<file path="src/rtl/lcd_arb_pkg.sv">
// Shared types and sizing helpers for the panel read arbiter.
// Optional statistics counters are enabled with LCD_ARB_STATS_EN (see lcd_panel_rd_arb).
package lcd_arb_pkg;

    typedef enum logic [1:0] {
        IDLE  = 2'd0,
        RUN   = 2'd1,
        FLUSH = 2'd2
    } arb_state_e;

    // Channel tag / pointer width: holds 0..NUM_CH inclusive.
    function automatic int ch_w(input int n);
        return $clog2(n) + 1;
    endfunction

    // Queue occupancy width: holds 0..DEPTH inclusive.
    function automatic int cnt_w(input int d);
        return $clog2(d) + 1;
    endfunction

    function automatic int clamp_act(input int n, input int nch);
        if (n == 0)
            return 1;
        if (n > nch)
            return nch;
        return n;
    endfunction

endpackage

</file>
<file path="src/rtl/lcd_skid_q.sv">
// Circular skid queue with push/pop/flush; head word reads as zero while empty.
module lcd_skid_q
    import lcd_arb_pkg::*;
#(
    parameter int DEPTH = 2,
    parameter int W     = 8,
    localparam int CNT_W = cnt_w(DEPTH),
    localparam int AW    = (DEPTH > 1) ? $clog2(DEPTH) : 1
) (
    input  logic             ahb_clk_intf,
    input  logic             reset,
    input  logic             i_push,
    input  logic             i_pop,
    input  logic             i_flush,
    input  logic [W-1:0]     i_wdata,
    output logic [W-1:0]     o_rdata,
    output logic [CNT_W-1:0] o_count
);

    logic [W-1:0]     r_mem [DEPTH];
    logic [AW-1:0]    r_wr;
    logic [AW-1:0]    r_rd;
    logic [CNT_W-1:0] r_count;
    logic             w_pop;
    logic             w_push;

    assign w_pop  = i_pop && (r_count != '0);
    assign w_push = i_push && !i_flush;

    // DEPTH is a power of two, so the pointers wrap on their own.
    always_ff @(posedge ahb_clk_intf or posedge reset) begin
        if (reset) begin
            r_wr    <= '0;
            r_rd    <= '0;
            r_count <= '0;
        end else if (i_flush) begin
            r_wr    <= '0;
            r_rd    <= '0;
            r_count <= '0;
        end else begin
            if (w_push)
                r_wr <= r_wr + AW'(1);
            if (w_pop)
                r_rd <= r_rd + AW'(1);
            r_count <= r_count + CNT_W'(w_push) - CNT_W'(w_pop);
        end
    end

    always_ff @(posedge ahb_clk_intf) begin
        if (w_push)
            r_mem[r_wr] <= i_wdata;
    end

    assign o_rdata = (r_count != '0) ? r_mem[r_rd] : '0;
    assign o_count = r_count;

    a_no_overflow: assert property (@(posedge ahb_clk_intf) disable iff (reset)
        !(w_push && !w_pop && (r_count == CNT_W'(DEPTH))));

endmodule

</file>
<file path="src/rtl/lcd_panel_rd_arb.sv">
// Strict round-robin read arbiter over NUM_CH panel FIFOs feeding a credit-checked skid queue.
// Define LCD_ARB_STATS_EN to add the stall_cnt / words_cnt statistics outputs.
module lcd_panel_rd_arb
    import lcd_arb_pkg::*;
#(
    parameter int NUM_CH     = 2,
    parameter int DATA_W     = 32,
    parameter int SKID_DEPTH = 2,
    localparam int CH_W  = ch_w(NUM_CH),
    localparam int CNT_W = cnt_w(SKID_DEPTH),
    localparam int NA_W  = $clog2(NUM_CH + 1)
) (
    input  logic                     ahb_clk_intf,
    input  logic                     reset,
    input  logic                     enable,
    input  logic [NA_W-1:0]          num_active,
    input  logic                     frame_sync,
    input  logic [NUM_CH-1:0]        fifo_empty,
    input  logic [NUM_CH*DATA_W-1:0] fifo_rdata,
    output logic [NUM_CH-1:0]        fifo_rd_en,
    output logic                     out_valid,
    output logic [DATA_W-1:0]        out_data,
    output logic [CH_W-1:0]          out_ch,
    input  logic                     out_ready,
    output logic                     underrun
`ifdef LCD_ARB_STATS_EN
    ,
    output logic [15:0]              stall_cnt,
    output logic [31:0]              words_cnt
`endif
);

    typedef struct packed {
        logic [DATA_W-1:0] data;
        logic [CH_W-1:0]   ch;
    } q_entry_t;

    arb_state_e      r_state;
    arb_state_e      w_next;
    logic [CH_W-1:0] r_ptr;
    logic [CH_W-1:0] r_act_lat;
    logic [CH_W-1:0] r_ch_d;
    logic [CH_W-1:0] w_act_new;
    logic            r_infl;
    logic            r_rd_seen;
    logic            r_underrun;
    logic            w_issue;
    logic            w_flush;
    logic            w_pop;
    logic            w_push;
    logic            w_ptr_empty;
    logic            w_credit;
    logic [CNT_W-1:0] w_count;
    logic [DATA_W-1:0] w_ret_data;
    q_entry_t        w_push_ent;
    q_entry_t        w_head;

    assign w_act_new = CH_W'(clamp_act(int'(num_active), NUM_CH));

    always_comb begin
        w_ptr_empty = 1'b1;
        w_ret_data  = '0;
        for (int i = 0; i < NUM_CH; i++) begin
            if (r_ptr == CH_W'(i))
                w_ptr_empty = fifo_empty[i];
            if (r_ch_d == CH_W'(i))
                w_ret_data = fifo_rdata[i*DATA_W +: DATA_W];
        end
    end

    // A pop this cycle frees a slot in time for the word issued now, giving 1 word/cycle.
    assign out_valid = (w_count != '0);
    assign w_pop     = out_valid && out_ready;
    assign w_credit  = (({1'b0, w_count} + (CNT_W+1)'(r_infl) - (CNT_W+1)'(w_pop))
                        < (CNT_W+1)'(SKID_DEPTH));

    always_ff @(posedge ahb_clk_intf or posedge reset) begin
        if (reset)
            r_state <= IDLE;
        else
            r_state <= w_next;
    end

    always_comb begin
        w_next = r_state;
        case (r_state)
            IDLE:    if (enable && !frame_sync) w_next = RUN;
            RUN: begin
                if (frame_sync)
                    w_next = FLUSH;
                else if (!enable)
                    w_next = IDLE;
            end
            FLUSH:   if (!frame_sync) w_next = enable ? RUN : IDLE;
            default: w_next = IDLE;
        endcase
    end

    // No reads once frame_sync is up: anything returned would be thrown away.
    always_comb begin
        w_issue    = 1'b0;
        w_flush    = 1'b0;
        fifo_rd_en = '0;
        case (r_state)
            RUN: begin
                w_issue = !frame_sync && !w_ptr_empty && w_credit;
                w_flush = frame_sync;
            end
            FLUSH:   w_flush = 1'b1;
            default: ;
        endcase
        for (int i = 0; i < NUM_CH; i++)
            fifo_rd_en[i] = w_issue && (r_ptr == CH_W'(i));
    end

    always_ff @(posedge ahb_clk_intf or posedge reset) begin
        if (reset) begin
            r_ptr      <= '0;
            r_act_lat  <= CH_W'(1);
            r_infl     <= 1'b0;
            r_ch_d     <= '0;
            r_rd_seen  <= 1'b0;
            r_underrun <= 1'b0;
        end else begin
            r_infl <= w_issue;
            r_ch_d <= r_ptr;
            if (r_state == FLUSH) begin
                r_ptr      <= '0;
                r_act_lat  <= w_act_new;
                r_rd_seen  <= 1'b0;
                r_underrun <= 1'b0;
            end else begin
                // A pointer left beyond a smaller panel count would never find a valid FIFO.
                if (r_state == IDLE && w_next == RUN) begin
                    r_act_lat <= w_act_new;
                    if (r_ptr >= w_act_new)
                        r_ptr <= '0;
                end
                if (w_issue) begin
                    r_ptr     <= (r_ptr == r_act_lat - CH_W'(1)) ? '0 : r_ptr + CH_W'(1);
                    r_rd_seen <= 1'b1;
                end
                if (r_state == RUN && out_ready && !out_valid && r_rd_seen)
                    r_underrun <= 1'b1;
            end
        end
    end

    assign w_push          = r_infl && !w_flush;
    assign w_push_ent.data = w_ret_data;
    assign w_push_ent.ch   = r_ch_d;

    lcd_skid_q #(
        .DEPTH (SKID_DEPTH),
        .W     ($bits(q_entry_t))
    ) u_skid_q (
        .ahb_clk_intf (ahb_clk_intf),
        .reset        (reset),
        .i_push       (w_push),
        .i_pop        (w_pop),
        .i_flush      (w_flush),
        .i_wdata      (w_push_ent),
        .o_rdata      (w_head),
        .o_count      (w_count)
    );

    assign out_data = w_head.data;
    assign out_ch   = w_head.ch;
    assign underrun = r_underrun;

`ifdef LCD_ARB_STATS_EN
    logic [15:0] r_stall_cnt;
    logic [31:0] r_words_cnt;

    always_ff @(posedge ahb_clk_intf or posedge reset) begin
        if (reset) begin
            r_stall_cnt <= '0;
            r_words_cnt <= '0;
        end else if (r_state == FLUSH) begin
            r_stall_cnt <= '0;
            r_words_cnt <= '0;
        end else begin
            if (r_state == RUN && w_ptr_empty && w_credit && r_stall_cnt != 16'hFFFF)
                r_stall_cnt <= r_stall_cnt + 16'd1;
            if (w_pop)
                r_words_cnt <= r_words_cnt + 32'd1;
        end
    end

    assign stall_cnt = r_stall_cnt;
    assign words_cnt = r_words_cnt;
`endif

endmodule

</file>
<file path="config.mk">
export PLATFORM = sky130hd
export DESIGN_NAME = lcd_panel_rd_arb
export DESIGN_NICKNAME = d
export VERILOG_FILES = /design/src/rtl/lcd_arb_pkg.sv /design/src/rtl/lcd_skid_q.sv /design/src/rtl/lcd_panel_rd_arb.sv
export SDC_FILE = /design/constraint.sdc
export NUM_CORES = 1
export LEC_CHECK = 0
export CORE_MARGIN = 4
export CORE_UTILIZATION = 48
export DETAILED_ROUTE_END_ITERATION = 6
export PLACE_DENSITY = 0.83
export SYNTH_ARGS = -nofsm -noshare
export SYNTH_HDL_FRONTEND = slang
export SYNTH_SLANG_ARGS = --single-unit
</file>
<file path="constraint.sdc">
create_clock -name ahb_clk_intf -period 4.2 [get_ports ahb_clk_intf]
set_input_delay 0.42 -clock ahb_clk_intf [delete_from_list [all_inputs] [get_ports ahb_clk_intf]]
set_output_delay 0.42 -clock ahb_clk_intf [all_outputs]
set_load 0.02 [all_outputs]
</file>
Word-level counts from Yosys, hierarchy flattened

Memories as Yosys holds them, arrays and structs flattened.
Cells that the tools add are included.

Multiplexer cells: 38
Reductions and logical operators: 30
$lt $le $gt $ge: 3
Equality and inequality tests: 6
Add/sub/neg operators: 8

Operators with widths:

| kind                  | number |
|---|---|
| $mux W32              | 2 |
| $mux W34              | 1 |
| $mux W2               | 15 |
| $mux W1               | 18 |
| $logic_and A1 B1 Y1   | 13 |
| $reduce_bool A2 Y1    | 6 |
| $eq A2 B1 Y1 const B  | 4 |
| $logic_not A2 Y1      | 4 |
| $pmux W2 S3           | 1 |
| $reduce_bool A3 Y1    | 2 |
| $logic_not A1 Y1      | 4 |
| $add A2 B1 Y3         | 1 |
| $lt A3 B2 Y1 const B  | 1 |
| $sub A3 B1 Y3         | 1 |
| $add A1 B1 Y1 const B | 2 |
| $add A2 B1 Y2         | 1 |
| $add A2 B1 Y2 const B | 1 |
| $eq A2 B2 Y1          | 1 |
| $eq A2 B2 Y1 const B  | 1 |
| $ge A2 B2 Y1          | 1 |
| $gt A2 B2 Y1 const B  | 1 |
| $pmux W1 S2           | 1 |
| $reduce_and A2 Y1     | 1 |
| $sub A2 B1 Y2         | 1 |
| $sub A2 B1 Y2 const B | 1 |

Input bits: 73
Bits in writable memories: 68
Register bits: 15
Memories kept: 1

Memories:

| memory         | depth | bits a word | rd ports | clocked after Yosys merged registers in | write ports | RTL line         | source |
|---|---|---|---|---|---|---|---|
| u_skid_q.r_mem | 2     | 34          | 1        | 0                                       | 1           | lcd_skid_q.sv:20 | `logic [W-1:0] r_mem [DEPTH];` |

Logic depth before layout (Yosys ltp)

Gate-level depths: netlist of run 1.

Depth in word-level cells: 10
Mapped depth: 11

Hierarchy

From an unflattened synthesis of run 1, not the netlist that was laid out.

Cells, all modules: 316
Area, all modules: 4071.4 µm²

By module, submodules not included:

| module           | seq. area each (µm²) | times used | cells an instance | area each (µm²) |
|---|---|---|---|---|
| lcd_skid_q       | 2142.1               | 1          | 165               | 2830.2 |
| lcd_panel_rd_arb | 276.5                | 1          | 151               | 1241.2 |

Least setup slack after synthesis of run 1

No wires, ideal clock.

Path kind: register to register
Start point: register r_state[0]
End point: memory u_skid_q.r_mem[0][0] (netlist bit), enable pin
Stages on the path, launching flop included: 8
Arrival: 2759 ps
Buffers on the path: 1
Setup slack: 1012 ps
Cells stage by stage: dfrtp_1 > inv_1 > ha_1 > buf_2 > a21o_1 > nand2_1 > and2_1 > nor2b_1

Word-level cells in the longest chain between the ends: 7
Elaborated cells between the ends (all ways): 8

Ends and longest elaborated chain:

| item                                                | RTL line                                  | source |
|---|---|---|
| start, declared                                     | lcd_panel_rd_arb.sv:38                    | `arb_state_e r_state;` |
| start signal, assigned                              | lcd_panel_rd_arb.sv:81                    | `r_state <= w_next;` |
| $eq A2 B2 Y1 / $eq A2 B1 Y1 (equally long branches) | lcd_panel_rd_arb.sv:104                   | `case (r_state)` |
| $pmux W1 S2 (*)                                     | lcd_panel_rd_arb.sv:104                   |  |
| $logic_not A1 Y1 (*)                                | lcd_skid_q.sv:28, lcd_panel_rd_arb.sv:149 |  |
| $logic_and A1 B1 Y1                                 | lcd_panel_rd_arb.sv:149                   | `assign w_push = r_infl && !w_flush;` |
| $logic_and A1 B1 Y1 (*)                             | lcd_skid_q.sv:28                          | `assign w_push = i_push && !i_flush;` |
| $mux W1 (*)                                         | lcd_skid_q.sv:50                          | `if (w_push)` |
| $mux W1 (implied by the code) (*)                   | lcd_skid_q.sv:51                          | `r_mem[r_wr] <= i_wdata;` |
| end, declared                                       | lcd_skid_q.sv:20                          |  |

Mark *: on every way between the ends. The rest lies on a longest branch, timed or not.

Final worst setup path of run 1

Start point: register u_skid_q.r_count[1] (netlist: u_skid_q.o_count[1])
End point: output fifo_rd_en[0]

Word-level cells in the longest chain between the ends: 7
Elaborated cells between the ends (all ways): 8

Ends and longest elaborated chain:

| item                                                  | RTL line                | source |
|---|---|---|
| start, declared                                       | lcd_skid_q.sv:23        | `logic [CNT_W-1:0] r_count;` |
| start signal, assigned                                | lcd_skid_q.sv:45        | `r_count <= r_count + CNT_W'(w_push) - CNT_W'(w_pop);` |
| branches (longest 2 deep; another with $add A2 B1 Y3) | -                       |  |
| $sub A3 B1 Y3 (*)                                     | lcd_panel_rd_arb.sv:74  | `assign w_credit = (({1'b0, w_count} + (CNT_W+1)'(r_infl) - (CNT_W+1)'(w_pop))` |
| $lt A3 B2 Y1 (*)                                      | lcd_panel_rd_arb.sv:75  | `< (CNT_W+1)'(SKID_DEPTH));` |
| $logic_and A1 B1 Y1 (*)                               | lcd_panel_rd_arb.sv:106 | `w_issue = !frame_sync && !w_ptr_empty && w_credit;` |
| $mux W1 (*)                                           | lcd_panel_rd_arb.sv:104 |  |
| named net w_issue                                     | lcd_panel_rd_arb.sv:47  | `logic w_issue;` |
| $logic_and A1 B1 Y1 (*)                               | lcd_panel_rd_arb.sv:113 | `fifo_rd_en[i] = w_issue && (r_ptr == CH_W'(i));` |
| end, declared                                         | lcd_panel_rd_arb.sv:20  | `output logic [NUM_CH-1:0] fifo_rd_en,` |

Mark *: on every way through the listed nets, which the timed path passes.

==> impl_summary.txt, run 1 <==
----------------------------------------------------
[Die]
  Die Span Y ... 99.48 um
  Placeable core region ... 8175 um2
  Starting utilization of the core area ... 0.4913
  Number of top-level design ports ... 111
  Placement Rows ... 33
  Die footprint ... 9895 um2
  Horizontal extent of the die ... 99.48 um

[Global routing]
  Largest net degree at the start of global routing ... 36
  Initial antenna violation count ... 0
  First-pass GRT wire length ... 14040 um
  Leftover overflow at the end of global routing ... 0
  Tot GR Track Use ... 0.1789
  Vias in the first global route ... 2926

[Clocking]
  Post-CTS Hold Buffers ... 0
  Clock latency reported for the late side of the worst-skew pair ... 0.34 ns
  Master cell of the clock root buffer ... sky130_fd_sc_hd__clkbuf_8
  Htree depth ... 3
  Longest Clk Path Bufs ... 2
  Count of clock tree sinks ... 83
  Number of instances resized during post-cts repair ... 0
  Clock tree from TritonCTS ... built
  CTS clk-pin slew, worst paths ... 0.09 ns
  Number of clock buffers inserted by TritonCTS ... 9
  Setup fix buffers added after clock tree synthesis ... 0

[STA]
  Final TNS setup ... 0 ns
  Setup skew after layout ... 0.008185 ns
  Final critical-path share of the clock period ... 0.8950
  Number of hold violations in the final report ... 0
  Actual transition at the worst max-transition pin ... 1.075 ns
  Setup repair after global routing missed its margin ... no
  Number of setup violations in the final report ... 0
  Post-route worst setup slack ... 0.4408 ns
  Headroom to the max-slew limit ... 0.2836
  Number of pins exceeding their max-slew limit in the final report ... 0
  Achievable clock frequency ... 266.0 MHz
  Tmin final ... 3.759 ns

[Pwr]
  Total net switching power ... 1.191 mW
  Peak supply drop ... 0.4799 mV
  Clock network fraction of design power ... 0.203
  Switching Fraction ... 0.3655
  Power Dens Cells ... 600.2 nW/um2
  Power Internal ... 2.068 mW
  Static leakage ... 2.056 nW
  Combinational power share ... 0.428
  Total Power ... 3.259 mW
  Part of the power in registers ... 0.369

[Finish]
  Share of final-layout standard cells stronger than drive strength 1 ... 0.08057
  Most common cell after layout, fill and taps aside ... sky130_fd_sc_hd__clkdlybuf4s50_1
  Count of nets after finishing ... 502
  Leading cell types in the layout, fill and taps excluded ... sky130_fd_sc_hd__clkdlybuf4s50_1 (109), sky130_fd_sc_hd__nor2_1 (74), sky130_fd_sc_hd__mux2i_1 (68), sky130_fd_sc_hd__edfxtp_1 (68)
  Fill cells ... 613
  Antenna fix cells ... 0
  Combined area of the multi-input logic cells ... 1489 um2
  Filler-free cell count of the finished design ... 527
  Area added between synthesis and finish ... 35.17%
  Sequential cell area in the final layout ... 2421 um2
  Post-route design area ... 5429 um2

[Critical path]
  Worst Setup Start Kind ... flip-flop
  Register-to-register path setup slack ... 1.54 ns
  Worst reg2reg startpoint ... r_state[0]
  Reg-to-reg endpoint ... u_skid_q.r_mem[0][21]
  Required time at the worst-slack endpoint ... 3.78 ns
  Type of the worst setup path ... flip-flop to output port
  Cell count of the worst reg-to-reg path ... 6
  Largest driver fanout on the critical path ... 8
  Destination of the critical timing path ... fifo_rd_en[0]
  CP startpoint ... u_skid_q.o_count[1]
  Signal arrival time at the worst endpoint ... 3.34 ns
  Type of destination of the critical path ... output port

[Route]
  Iter 0 DRT Violations ... 69
  DR vias ... 2758
  Total DRC errors in the routed layout ... 0
  Post-detailed-route wirelength per cell ... 16.67 um
  Pre-Repair DR Iteration Count ... 4
  Routed wire length ... 8785 um
  Number of nets with antenna violations after detailed routing ... 0
  Via count normalized by instance count ... 5.233

[Synthesis]
  Main flop type after synthesis ... sky130_fd_sc_hd__edfxtp_1
  Avg Cell Area, Syn ... 12.96 um2
  Synthesized instance count ... 310
  Mapped Area ... 4016 um2
  Register bit count reported by yosys ... 83
  Multiplexer share of the synthesized area ... 0.1732
  Fraction of the mapped netlist area in compound gates ... 0.03458
  XOR/XNOR share of the synthesized area ... 0.01308
  Sequential element share of the synthesized area ... 0.6022
  Post-Synth Simple-Gate Area ... 0.1084
  Count of synthesis-stage warnings from yosys ... 0
  Synth Area in Adders ... 0.03925
  Combinational family with the most area after synthesis ... multiplexers
  Distinct cells, synth ... 40
  Syn nets ... 395
  Number of synthesized flops with an enable pin ... 68
  Share of synthesized registers carrying an async set or reset ... 0.1807

[Placed design]
  Post-DP Area ... 5196 um2
  Quantity of I/O buffers inserted on ports ... 109
  Detailed-placement wirelength estimate ... 6055 um
  DP Cell Count ... 511
  Pre-CTS setup slack ... 0.5658 ns
  Final weighted congestion of routability-driven global placement ... 0.7731

[Job]
  Max-capacitance violation count ... 0

[Min path]
  Min-Delay Path Class ... input port to asynchronous set/reset pin

[Outcome]
  Run status ... complete, no violations

----------------------------------------------------
## stage by stage
step                hold WS [ns]    util
global route              0.4757  0.6641
detailed placement        0.4416  0.6356
floorplan                 0.3208       -
finish                    0.4263  0.6641
CTS                       0.4427  0.6641
global placement          0.4415  0.6356
## critical path: stages (launching register included)
cell,delay (ns)
sky130_fd_sc_hd__dfrtp_1,0.47
sky130_fd_sc_hd__nor2_2,0.15
sky130_fd_sc_hd__inv_2,0.04
sky130_fd_sc_hd__and2_1,0.19
sky130_fd_sc_hd__ha_1,0.29
sky130_fd_sc_hd__inv_1,0.08
sky130_fd_sc_hd__nand2_1,0.07
sky130_fd_sc_hd__fa_1,0.47
sky130_fd_sc_hd__and3b_1,0.17
sky130_fd_sc_hd__o2111a_2,0.29
sky130_fd_sc_hd__and2_1,0.15
sky130_fd_sc_hd__clkdlybuf4s50_1,0.60
## registers in the layout, indices dropped and copies added, names as in the netlist
register,cells
u_skid_q.r_rd,1
r_rd_seen,1
r_ch_d,2
underrun,1
u_skid_q.r_mem,68
r_act_lat,2
r_state,2
r_infl,1
u_skid_q.r_wr,1
r_ptr,2
u_skid_q.o_count,2
## how the worst min path moves through the flow
stage	end	depth (start not counted)	start	slack, ns
floorplan	r_act_lat[1]	1	reset	0.32
global placement	r_ch_d[1]	0	r_ptr[1]	0.44
detailed placement	r_ch_d[1]	0	r_ptr[1]	0.44
CTS	r_state[0]	2	reset	0.44
global route	r_state[1]	2	reset	0.48
finish	r_state[0]	2	reset	0.43
## layer usage
metal / global-route usage / vias up / share of wire
met3: 0.04067 / 11 / 0.066
met4: 0.06092 / 0 / 0.015
met5: 0 / - / 0
met2: 0.3166 / 105 / 0.50
met1: 0.2147 / 1331 / 0.41
li1: - / 1311 / -
## power by group through the flow
| stage | Combinational [mW] | Sequential, mW | Clock (mW) |
|---|---|---|---|
| floorplan | 0.956 | 1.08 | 0 |
| global placement | 1.36 | 1.21 | 0 |
| detailed placement | 1.41 | 1.22 | 0 |
| CTS | 1.41 | 1.21 | 0.669 |
| global route | 1.51 | 1.22 | 0.706 |
| finish | 1.39 | 1.20 | 0.660 |
## kinds of logic (layout without fill, tap and decap cells)
family,after synthesis,in the layout
XOR/XNOR,6,6
adder cells (fa/ha/maj),12,12
buffers and inverters,28,140
flip-flops,83,83
AND/OR/NAND/NOR,97,97
multiplexers,69,69
AO/OA/AOI/OAI,15,15
## layout make-up
cell class	count	share of cell area
clock inverter	6	0.01752
inverter	13	0.008988
sequential	83	0.4460
tap	105	0.02420
clock buffer	10	0.02535
multi-input combinational	199	0.2743
timing repair buffer	111	0.2037
## synth_stat cells (3+ instances only)
cell	count	area, um2
sky130_fd_sc_hd__and2_1	6	37.54
sky130_fd_sc_hd__buf_2	7	35.03
sky130_fd_sc_hd__clkbuf_1	7	26.28
sky130_fd_sc_hd__dfrtp_1	14	350.3
sky130_fd_sc_hd__edfxtp_1	68	2042
sky130_fd_sc_hd__ha_1	11	137.6
sky130_fd_sc_hd__inv_1	12	45.04
sky130_fd_sc_hd__mux2i_1	68	680.7
sky130_fd_sc_hd__nand2_1	3	11.26
sky130_fd_sc_hd__nor2_1	74	277.8
sky130_fd_sc_hd__nor2b_1	4	25.02
sky130_fd_sc_hd__xnor2_1	4	35.03
Power figures use the tool's default switching activity.
==> inputs of run 2 (changes only) <==
ABC_CLOCK_PERIOD_IN_PS = 4200   (was unset)
==> results of run 2 <==
Same layout as run 1: the final DEF is identical, and so are final timing and power.
